[src/rtl/mips_multicycle_ctrl.sv]
// rtl/mips_multicycle_ctrl.sv - multi-cycle control sequencer for the MIPS datapath
//
// Purpose:
//   Accepts one instruction word per valid/ready handshake and steps it through
//   DECODE -> EXEC -> (MEM) -> WB. It drives the datapath selects, the ALU
//   control and one-shot regfile/memory strobes. Every output comes straight
//   from a flop, so the edge-triggered regfile and memory see glitch-free
//   strobes with exactly one rising edge per access.
//
// Parameters:
//   MEM_WAIT    cycles spent in MEM (1..15); the memory strobe is held throughout
//   CNT_W       width of the retired-instruction counter
//
// Ports:
//   clock        in   system clock, rising edge
//   reset        in   synchronous active-low reset
//   instrword    in   instruction word, sampled only on accept
//   instr_valid  in   instrword is valid
//   instr_ready  out  controller can accept (IDLE only)
//   regwrite     out  regfile write strobe
//   memread      out  data memory read strobe
//   memwrite     out  data memory write strobe
//   memtoreg     out  writeback source: 1 = memory, 0 = ALU
//   regdst       out  destination: 1 = rd, 0 = rt
//   alusrc       out  ALU operand 2: 1 = sign-extended imm, 0 = rt data
//   aluop        out  2 = R-type, 0 = LW/SW
//   aluctrl      out  ALU function code
//   busy         out  instruction in flight
//   done         out  pulse in the final cycle of an instruction
//   illegal      out  pulse when an unsupported encoding is decoded
//   retired_cnt  out  completed-instruction count (wraps)

module mips_multicycle_ctrl #(
  parameter int unsigned MEM_WAIT = 1,
  parameter int unsigned CNT_W    = 16
) (
  input  logic             clock,
  input  logic             reset,
  input  logic [31:0]      instrword,
  input  logic             instr_valid,
  output logic             instr_ready,
  output logic             regwrite,
  output logic             memread,
  output logic             memwrite,
  output logic             memtoreg,
  output logic             regdst,
  output logic             alusrc,
  output logic [1:0]       aluop,
  output logic [3:0]       aluctrl,
  output logic             busy,
  output logic             done,
  output logic             illegal,
  output logic [CNT_W-1:0] retired_cnt
);

  typedef enum logic [2:0] {
    S_IDLE   = 3'd0,
    S_DECODE = 3'd1,
    S_EXEC   = 3'd2,
    S_MEM    = 3'd3,
    S_WB     = 3'd4
  } state_e;

  typedef enum logic [1:0] {
    C_RTYPE = 2'd0,
    C_LW    = 2'd1,
    C_SW    = 2'd2,
    C_ILL   = 2'd3
  } cls_e;

  // Countdown reload: the MEM state ends when the counter reads zero.
  localparam logic [3:0] WAIT_INIT = 4'(MEM_WAIT - 1);

  state_e           state_q, state_d;
  logic [31:0]      ir_q, ir_d;
  cls_e             cls_q, cls_d;
  logic [3:0]       fn_q, fn_d;
  logic [3:0]       wait_q, wait_d;
  logic [CNT_W-1:0] cnt_q, cnt_d;

  logic             ready_q, ready_d;
  logic             busy_q, busy_d;
  logic             regwrite_q, regwrite_d;
  logic             memread_q, memread_d;
  logic             memwrite_q, memwrite_d;
  logic             memtoreg_q, memtoreg_d;
  logic             regdst_q, regdst_d;
  logic             alusrc_q, alusrc_d;
  logic [1:0]       aluop_q, aluop_d;
  logic [3:0]       aluctrl_q, aluctrl_d;
  logic             done_q, done_d;
  logic             illegal_q, illegal_d;

  cls_e             dec_cls;
  logic [3:0]       dec_fn;
  logic             sel_active;
  logic             dst_nonzero;

  // Only the register-number fields of IR are needed after accept.
  logic             unused_ir;
  assign unused_ir = ^{ir_q[31:21], ir_q[10:0]};

  // The incoming word is classified at accept time so that the illegal
  // flag can already be registered for the DECODE cycle.
  always_comb begin
    dec_cls = C_ILL;
    dec_fn  = 4'd0;
    case (instrword[31:26])
      6'd0: begin
        case (instrword[5:0])
          6'd32:   begin dec_cls = C_RTYPE; dec_fn = 4'd2;  end
          6'd34:   begin dec_cls = C_RTYPE; dec_fn = 4'd6;  end
          6'd36:   begin dec_cls = C_RTYPE; dec_fn = 4'd0;  end
          6'd37:   begin dec_cls = C_RTYPE; dec_fn = 4'd1;  end
          6'd39:   begin dec_cls = C_RTYPE; dec_fn = 4'd12; end
          6'd42:   begin dec_cls = C_RTYPE; dec_fn = 4'd7;  end
          default: begin dec_cls = C_ILL;   dec_fn = 4'd0;  end
        endcase
      end
      6'd35:   begin dec_cls = C_LW;  dec_fn = 4'd2; end
      6'd43:   begin dec_cls = C_SW;  dec_fn = 4'd2; end
      default: begin dec_cls = C_ILL; dec_fn = 4'd0; end
    endcase
  end

  // Next-state logic.
  always_comb begin
    state_d = state_q;
    ir_d    = ir_q;
    cls_d   = cls_q;
    fn_d    = fn_q;
    wait_d  = wait_q;
    case (state_q)
      S_IDLE: begin
        if (instr_valid) begin
          ir_d    = instrword;
          cls_d   = dec_cls;
          fn_d    = dec_fn;
          state_d = S_DECODE;
        end
      end
      S_DECODE: begin
        state_d = (cls_q == C_ILL) ? S_IDLE : S_EXEC;
      end
      S_EXEC: begin
        if (cls_q == C_RTYPE) begin
          state_d = S_WB;
        end else begin
          state_d = S_MEM;
          wait_d  = WAIT_INIT;
        end
      end
      S_MEM: begin
        if (wait_q == 4'd0) begin
          state_d = (cls_q == C_LW) ? S_WB : S_IDLE;
        end else begin
          wait_d = wait_q - 4'd1;
        end
      end
      S_WB: begin
        state_d = S_IDLE;
      end
      default: begin
        state_d = S_IDLE;
      end
    endcase
  end

  // Outputs are computed from the next state and registered, so each output
  // flop holds the value belonging to the state being entered.
  always_comb begin
    sel_active  = (state_d == S_EXEC) || (state_d == S_MEM) || (state_d == S_WB);
    dst_nonzero = (cls_d == C_RTYPE) ? (ir_d[15:11] != 5'd0) : (ir_d[20:16] != 5'd0);

    ready_d    = (state_d == S_IDLE);
    busy_d     = (state_d != S_IDLE);
    illegal_d  = (state_d == S_DECODE) && (cls_d == C_ILL);
    regdst_d   = sel_active && (cls_d == C_RTYPE);
    alusrc_d   = sel_active && ((cls_d == C_LW) || (cls_d == C_SW));
    memtoreg_d = sel_active && (cls_d == C_LW);
    aluop_d    = (sel_active && (cls_d == C_RTYPE)) ? 2'd2 : 2'd0;
    aluctrl_d  = sel_active ? fn_d : 4'd0;
    memread_d  = (state_d == S_MEM) && (cls_d == C_LW);
    memwrite_d = (state_d == S_MEM) && (cls_d == C_SW);
    // A $0 destination still completes, it just never pulses regwrite.
    regwrite_d = (state_d == S_WB) && dst_nonzero;
    // SW retires in its last MEM cycle; everything else retires in WB.
    done_d     = (state_d == S_WB) ||
                 ((state_d == S_MEM) && (cls_d == C_SW) && (wait_d == 4'd0));
    cnt_d      = cnt_q + CNT_W'(done_d);
  end

  always_ff @(posedge clock) begin
    if (!reset) begin
      state_q    <= S_IDLE;
      ir_q       <= 32'd0;
      cls_q      <= C_RTYPE;
      fn_q       <= 4'd0;
      wait_q     <= 4'd0;
      cnt_q      <= '0;
      ready_q    <= 1'b1;
      busy_q     <= 1'b0;
      regwrite_q <= 1'b0;
      memread_q  <= 1'b0;
      memwrite_q <= 1'b0;
      memtoreg_q <= 1'b0;
      regdst_q   <= 1'b0;
      alusrc_q   <= 1'b0;
      aluop_q    <= 2'd0;
      aluctrl_q  <= 4'd0;
      done_q     <= 1'b0;
      illegal_q  <= 1'b0;
    end else begin
      state_q    <= state_d;
      ir_q       <= ir_d;
      cls_q      <= cls_d;
      fn_q       <= fn_d;
      wait_q     <= wait_d;
      cnt_q      <= cnt_d;
      ready_q    <= ready_d;
      busy_q     <= busy_d;
      regwrite_q <= regwrite_d;
      memread_q  <= memread_d;
      memwrite_q <= memwrite_d;
      memtoreg_q <= memtoreg_d;
      regdst_q   <= regdst_d;
      alusrc_q   <= alusrc_d;
      aluop_q    <= aluop_d;
      aluctrl_q  <= aluctrl_d;
      done_q     <= done_d;
      illegal_q  <= illegal_d;
    end
  end

  assign instr_ready = ready_q;
  assign busy        = busy_q;
  assign regwrite    = regwrite_q;
  assign memread     = memread_q;
  assign memwrite    = memwrite_q;
  assign memtoreg    = memtoreg_q;
  assign regdst      = regdst_q;
  assign alusrc      = alusrc_q;
  assign aluop       = aluop_q;
  assign aluctrl     = aluctrl_q;
  assign done        = done_q;
  assign illegal     = illegal_q;
  assign retired_cnt = cnt_q;

endmodule

[config.mk]
export PLATFORM = sky130hd
export DESIGN_NAME = mips_multicycle_ctrl
export DESIGN_NICKNAME = d
export VERILOG_FILES = /design/src/rtl/mips_multicycle_ctrl.sv
export SDC_FILE = /design/constraint.sdc
export NUM_CORES = 1
export LEC_CHECK = 0
export BUFFER_PORTS_ARGS = -buffer_cell sky130_fd_sc_hd__buf_4
export CAP_MARGIN = 30
export CORE_MARGIN = 1.5
export CORE_UTILIZATION = 41
export CTS_BUF_LIST = sky130_fd_sc_hd__clkbuf_4
export DETAILED_ROUTE_END_ITERATION = 8
export HOLD_SLACK_MARGIN = 0.03
export PLACE_DENSITY = 0.67
export SLEW_MARGIN = 20
export SYNTH_ARGS = -nofsm -noshare
export SYNTH_HDL_FRONTEND = slang
export SYNTH_SLANG_ARGS = --single-unit
[constraint.sdc]
create_clock -name clock -period 10.28 [get_ports clock]
set_input_delay 0 -clock clock [delete_from_list [all_inputs] [get_ports clock]]
set_output_delay 0 -clock clock [all_outputs]
set_load 0.1 [all_outputs]
; ---- Yosys cells after proc, flatten, opt, wreduce, memory -nomap -nowiden
; Index checks and enable logic that the tools add are counted.
[totals]
inputBits = 35
ramBits = 0
output_inout_bits = 32
latch_bits = 0
wordCells = 88
reg_bits = 66
rom_bits = 0
n_memories = 0
[classes]
n_shift = 0
bitwise = 0
eq_ne = 20
n_mux = 21
n_addsub = 2
n_reduce_logical = 26
multipliers = 0
div = 0
order_cmp = 0
[op_table]
columns = op, n
row1 = $eq 6x6->1 const B, 8
row2 = $mux 21, 2
row3 = $pmux 4 s5, 1
row4 = $add 16x1->16, 1
row5 = $mux 4, 4
row6 = $pmux 4 s2, 2
row7 = $eq 3x2->1 const B, 4
row8 = $mux 3, 4
row9 = $pmux 3 s4, 1
row10 = $mux 2, 5
row11 = $reduce_bool 5->1, 2
row12 = $logic_and 1x1->1, 8
row13 = $logic_not 4->1, 2
row14 = $eq 2x2->1 const B, 3
row15 = $eq 3x1->1 const B, 2
row16 = $logic_not 3->1, 2
row17 = $logic_not 6->1, 1
row18 = $pmux 2 s3, 1
row19 = $reduce_or 6->1, 1
row20 = $eq 2x1->1 const B, 2
row21 = $logic_not 2->1, 2
row22 = $logic_or 1x1->1, 4
row23 = $reduce_and 2->1, 2
row24 = $sub 4x1->4 const B, 1
row25 = 4 further kinds, 4

; ---- Longest topological paths before layout
[logic_depth]
word_depth = 11
depth_mapped = 13
ltp_nobuf = 13

; ---- Worst setup path before layout
; No wires, ideal clock.
[synth_path]
path_kind = register to register
start = reg state_q[0]
end = reg cnt_q[15] (netlist: retired_cnt[15])
synth_period_minus_slack_ns = 3.271
setup_ns = 0.070
arrival_time_ns = 3.201
t_required_ns = 10.210
stages_incl_launch_ff = 13
setup_slack_ns = 7.009
path_cell_list = dfxtp_1 or4b_2 buf_2 nor3_4 a31o_2 ha_1 o21ai_0 o21bai_1 ha_1 nand3_2 or3_4 or4_1 a21oi_1
[synth_between]
elab_chain_len = 7
[synth_rtl]
columns = element, line
row1 = "start, declared", 74  ; state_e state_q, state_d;
row2 = "start signal, assigned", 214  ; state_q <= state_d;
row3 = "$eq 3x2->1, or another cell as far along", 133  ; case (state_q)
row4 = $pmux 3 s4 or $mux 2 (tied branches), 133
row5 = $eq 3x2->1 or $eq 2x2->1 (tied branches), 189  ; ((state_d == S_MEM) && (cls_d == C_SW) && (wait_d == 4'd0));
row6 = $logic_and 1x1->1 (2 in series), 189
row7 = $logic_or 1x1->1 (*), 188  ; done_d = (state_d == S_WB) ||
row8 = named net done_d, 91  ; logic done_q, done_d;
row9 = $add 16x1->16 (*), 190  ; cnt_d = cnt_q + CNT_W'(done_d);
row10 = "end signal, assigned", 219  ; cnt_q <= cnt_d;
row11 = "end, declared", 79  ; logic [CNT_W-1:0] cnt_q, cnt_d;
; The timed path passes the listed nets; every way through them passes the cells marked *.
; A chain may end at the register's enable or synchronous reset.

; ---- Final worst setup path
; Ends and elaborated chain as after synthesis.

==> run metrics <==
Setup Viol. Count Final 0; met2 WL post-DR 2.61 mm; CTS sink cnt 53; Syn Area/Cell 8.84 sq um; cell count after placement 389; Yosys warnings 0; fin crit period 3820 ps; via count 2164; Synth area leaders dfxtp_1, nand2_1, a21oi_1; initial core utilization 43.1%; first-pass GRT wire length 9.07 mm; die area 0.00633 sq mm; CORE AREA 0.00557 sq mm; final WL 5.34 mm; area leader, netlist dfxtp_1; antenna diode count 0; CTS-repair resized insts 0; FMAX 262 MHz; largest family of logic cells by synthesized area simple AND/OR/NAND/NOR gates; Final Slew Violations 0; final std cells w/o fill 412; Post-CTS Hold Buffers 15; Worst Path Required 10590 ps; simple-gate share of the synthesized area 28.7%; Slowest-stage cell, CP or4b_2; synthesized cell area 0.00240 sq mm; die height 79.6 um; clk root buf clkbuf_4; level count of the clock H-tree 2; IO Pins 67; largest stage delay on the critical path 940 ps; Tcrit/Tclk final 37.2%; largest net degree at the start of global routing 20; routed len/inst 13.0 um; Clock Skew 15.7 ps; Syn Inst Count 272; Arrival @ worst endpoint 4130 ps; met1 wire length 2.48 mm; post-synthesis compound-gate area fraction 15.4%; max-cap viol count 0; commonest cells after routing, fill and taps aside buf_4, dfxtp_1, nand2_1, nor2_1, a21oi_1; share of layout cells above drive strength 1 22.4%; multiplexer share of the synthesized area 1.35%; Worst Setup Path Type register to register; global route overflow 0; top-area cell type share of the netlist area 44.1%; vias per std cell 5.25; endpoints failing hold 0; DRT antenna net count 0; sequential share of the synthesized area 44.1%; maximum vdd drop 0.0000669 V; initial antenna violation count 0; # rows 27; PortBufs 55; CP startpoint kind register; total CTS buffers 5; CTS tree built; Setup WS pre-CTS 6490 ps; met3 WL 182 um; post-synth net total 314; Crit path max-delay family simple AND/OR/NAND/NOR gates; Pleak 1.24 nW; postcts setup bufs 0; #FFs+latches synth 53; Worst slew margin 61.0%; DR iter-0 viols 127; asr flop ratio synth 0%; xor-xnor portion of the synthesized cell area 2.92%; Distinct cells, synth 60; Max FO, Critical Path 17; setup ws final 6460 ps; Slew @ Worst Pin 585 ps; fin util 55.3%; GR Util All Layers 18.1%; endpoint type of the worst setup path register; status complete, no violations; final net count 381; vias in the first global route 1996; PD cells 128 mW/mm^2; number of synthesized flops with an enable pin 0; ys flop type dfxtp_1; worst hold path type input port to register; Die X 79.6 um; GPL Wtd Cong 0.808; crit-path cells or4b_2, nor3_4, a31o_2, ha_1, o21ai_0, o21bai_1, ha_1, nand3_2, or3_4, or4_1, a21oi_1; commonest non-fill, non-tap cell in the layout buf_4; clk_lat worst skew 370 ps; DR pass1 iterations 5; highest routed metal layer met4; fraction of the mapped netlist area in adder cells 3.64%; Fill cells 515; DRC viols 0; CP bufs+invs 0; TNS Setup 0 ps; maximum root-to-sink buffer count 2; Clk pin slew, worst setup/hold paths 150 ps; Area Overhead vs Synth 28.3%; DP Wirelength 3.79 mm; unrepaired setup endpoints after global routing false; cell repeated most along the worst path ha_1
synth_stat cells (all sizes together) (2+ instances only):
cell,count
dfxtp,53
nand2,30
nor2,25
a21oi,20
and2,8
inv,8
nand3,8
o21ai,8
buf,7
ha,7
and3,6
clkbuf,5
nand2b,5
nor4,5
or3,5
xor2,5
nand3b,4
nor3,4
or4,4
a31oi,3
nand4,3
nor2b,3
nor3b,3
o211ai,3
o31ai,3
xnor2,3
a211oi,2
a311oi,2
a31o,2
and4,2
mux2,2
nand4bb,2
nor4b,2
o311ai,2
per-layer routing:
layer / up-vias / track usage (%)
met2: 40 / 31.3
met3: 8 / 3.89
met1: 1008 / 22.3
li1: 1108 / -
met5: - / 0
met4: 0 / 5.61
report_power, final:
group	switching (mW)	leakage, nW	total (mW)	internal, mW
Combinational	0.0554	0.776	0.0854	0.0300
Clock	0.0638	0.0300	0.0887	0.0250
Sequential	0.00633	0.431	0.220	0.214
Total	0.126	1.24	0.394	0.269
kinds of logic (layout without fill, tap and decap cells):
logic type | count (synthesis) | in the layout
AO/OA/AOI/OAI | 57 | 57
XOR/XNOR | 8 | 8
adder cells (fa/ha/maj) | 7 | 7
buffers and inverters | 20 | 88
flip-flops | 53 | 53
multiplexers | 3 | 3
other | 1 | 1
AND/OR/NAND/NOR | 123 | 123
state kept, by name, summed over array words and instances (netlist names), 2 cells and up:
register and count:
wait_q 4, retired_cnt 16, cls_q 2, fn_q 4, aluctrl 4, state_q 3, ir_q 10
layout make-up:
type | instances | area [sq um] | area share [%]
Clock buffer | 5 | 37.5 | 1.22
Clock inverter | 3 | 12.5 | 0.406
Inverter | 8 | 30.0 | 0.974
Multi-Input combinational cell | 199 | 1250 | 40.7
Sequential cell | 53 | 1060 | 34.4
Tap cell | 72 | 90.1 | 2.92
Timing Repair Buffer | 72 | 598 | 19.4
final timing paths:
path                                            start                    endpoint  slack [ps]  depth (start not counted)
worst min register to register    ir_q[11]$_SDFF_PN0_         ir_q[11]$_SDFF_PN0_         460                          2
worst max-delay path            state_q[0]$_SDFF_PN0_  retired_cnt[15]$_SDFF_PN0_        6460                         11
worst max register to register  state_q[0]$_SDFF_PN0_  retired_cnt[15]$_SDFF_PN0_        6460                         11
worst min-delay path                    instrword[30]          fn_q[1]$_SDFF_PN0_          60                          4
stage by stage:
stage | area (sq um) | total power [mW] | hold WS [ps]
6_report | 3080 | 0.394 | 57.0
5_1_grt | 3080 | 0.414 | 59.6
4_1_cts | 3080 | 0.396 | 58.2
3_5_place_dp | 2880 | 0.306 | 265
3_3_place_gp | 2860 | 0.303 | 258
2_1_floorplan | 2400 | 0.282 | 136
worst reg2reg max path, delay by kind of cell (launching register included):
| family | cells | cell delay, ps |
|---|---|---|
| AOI/OAI and AO/OA | 4 | 600 |
| DFF | 1 | 450 |
| and+or+nand+nor | 5 | 2290 |
| adders and majority gates | 2 | 420 |
No activity file was read; power rests on OpenSTA's default activity.
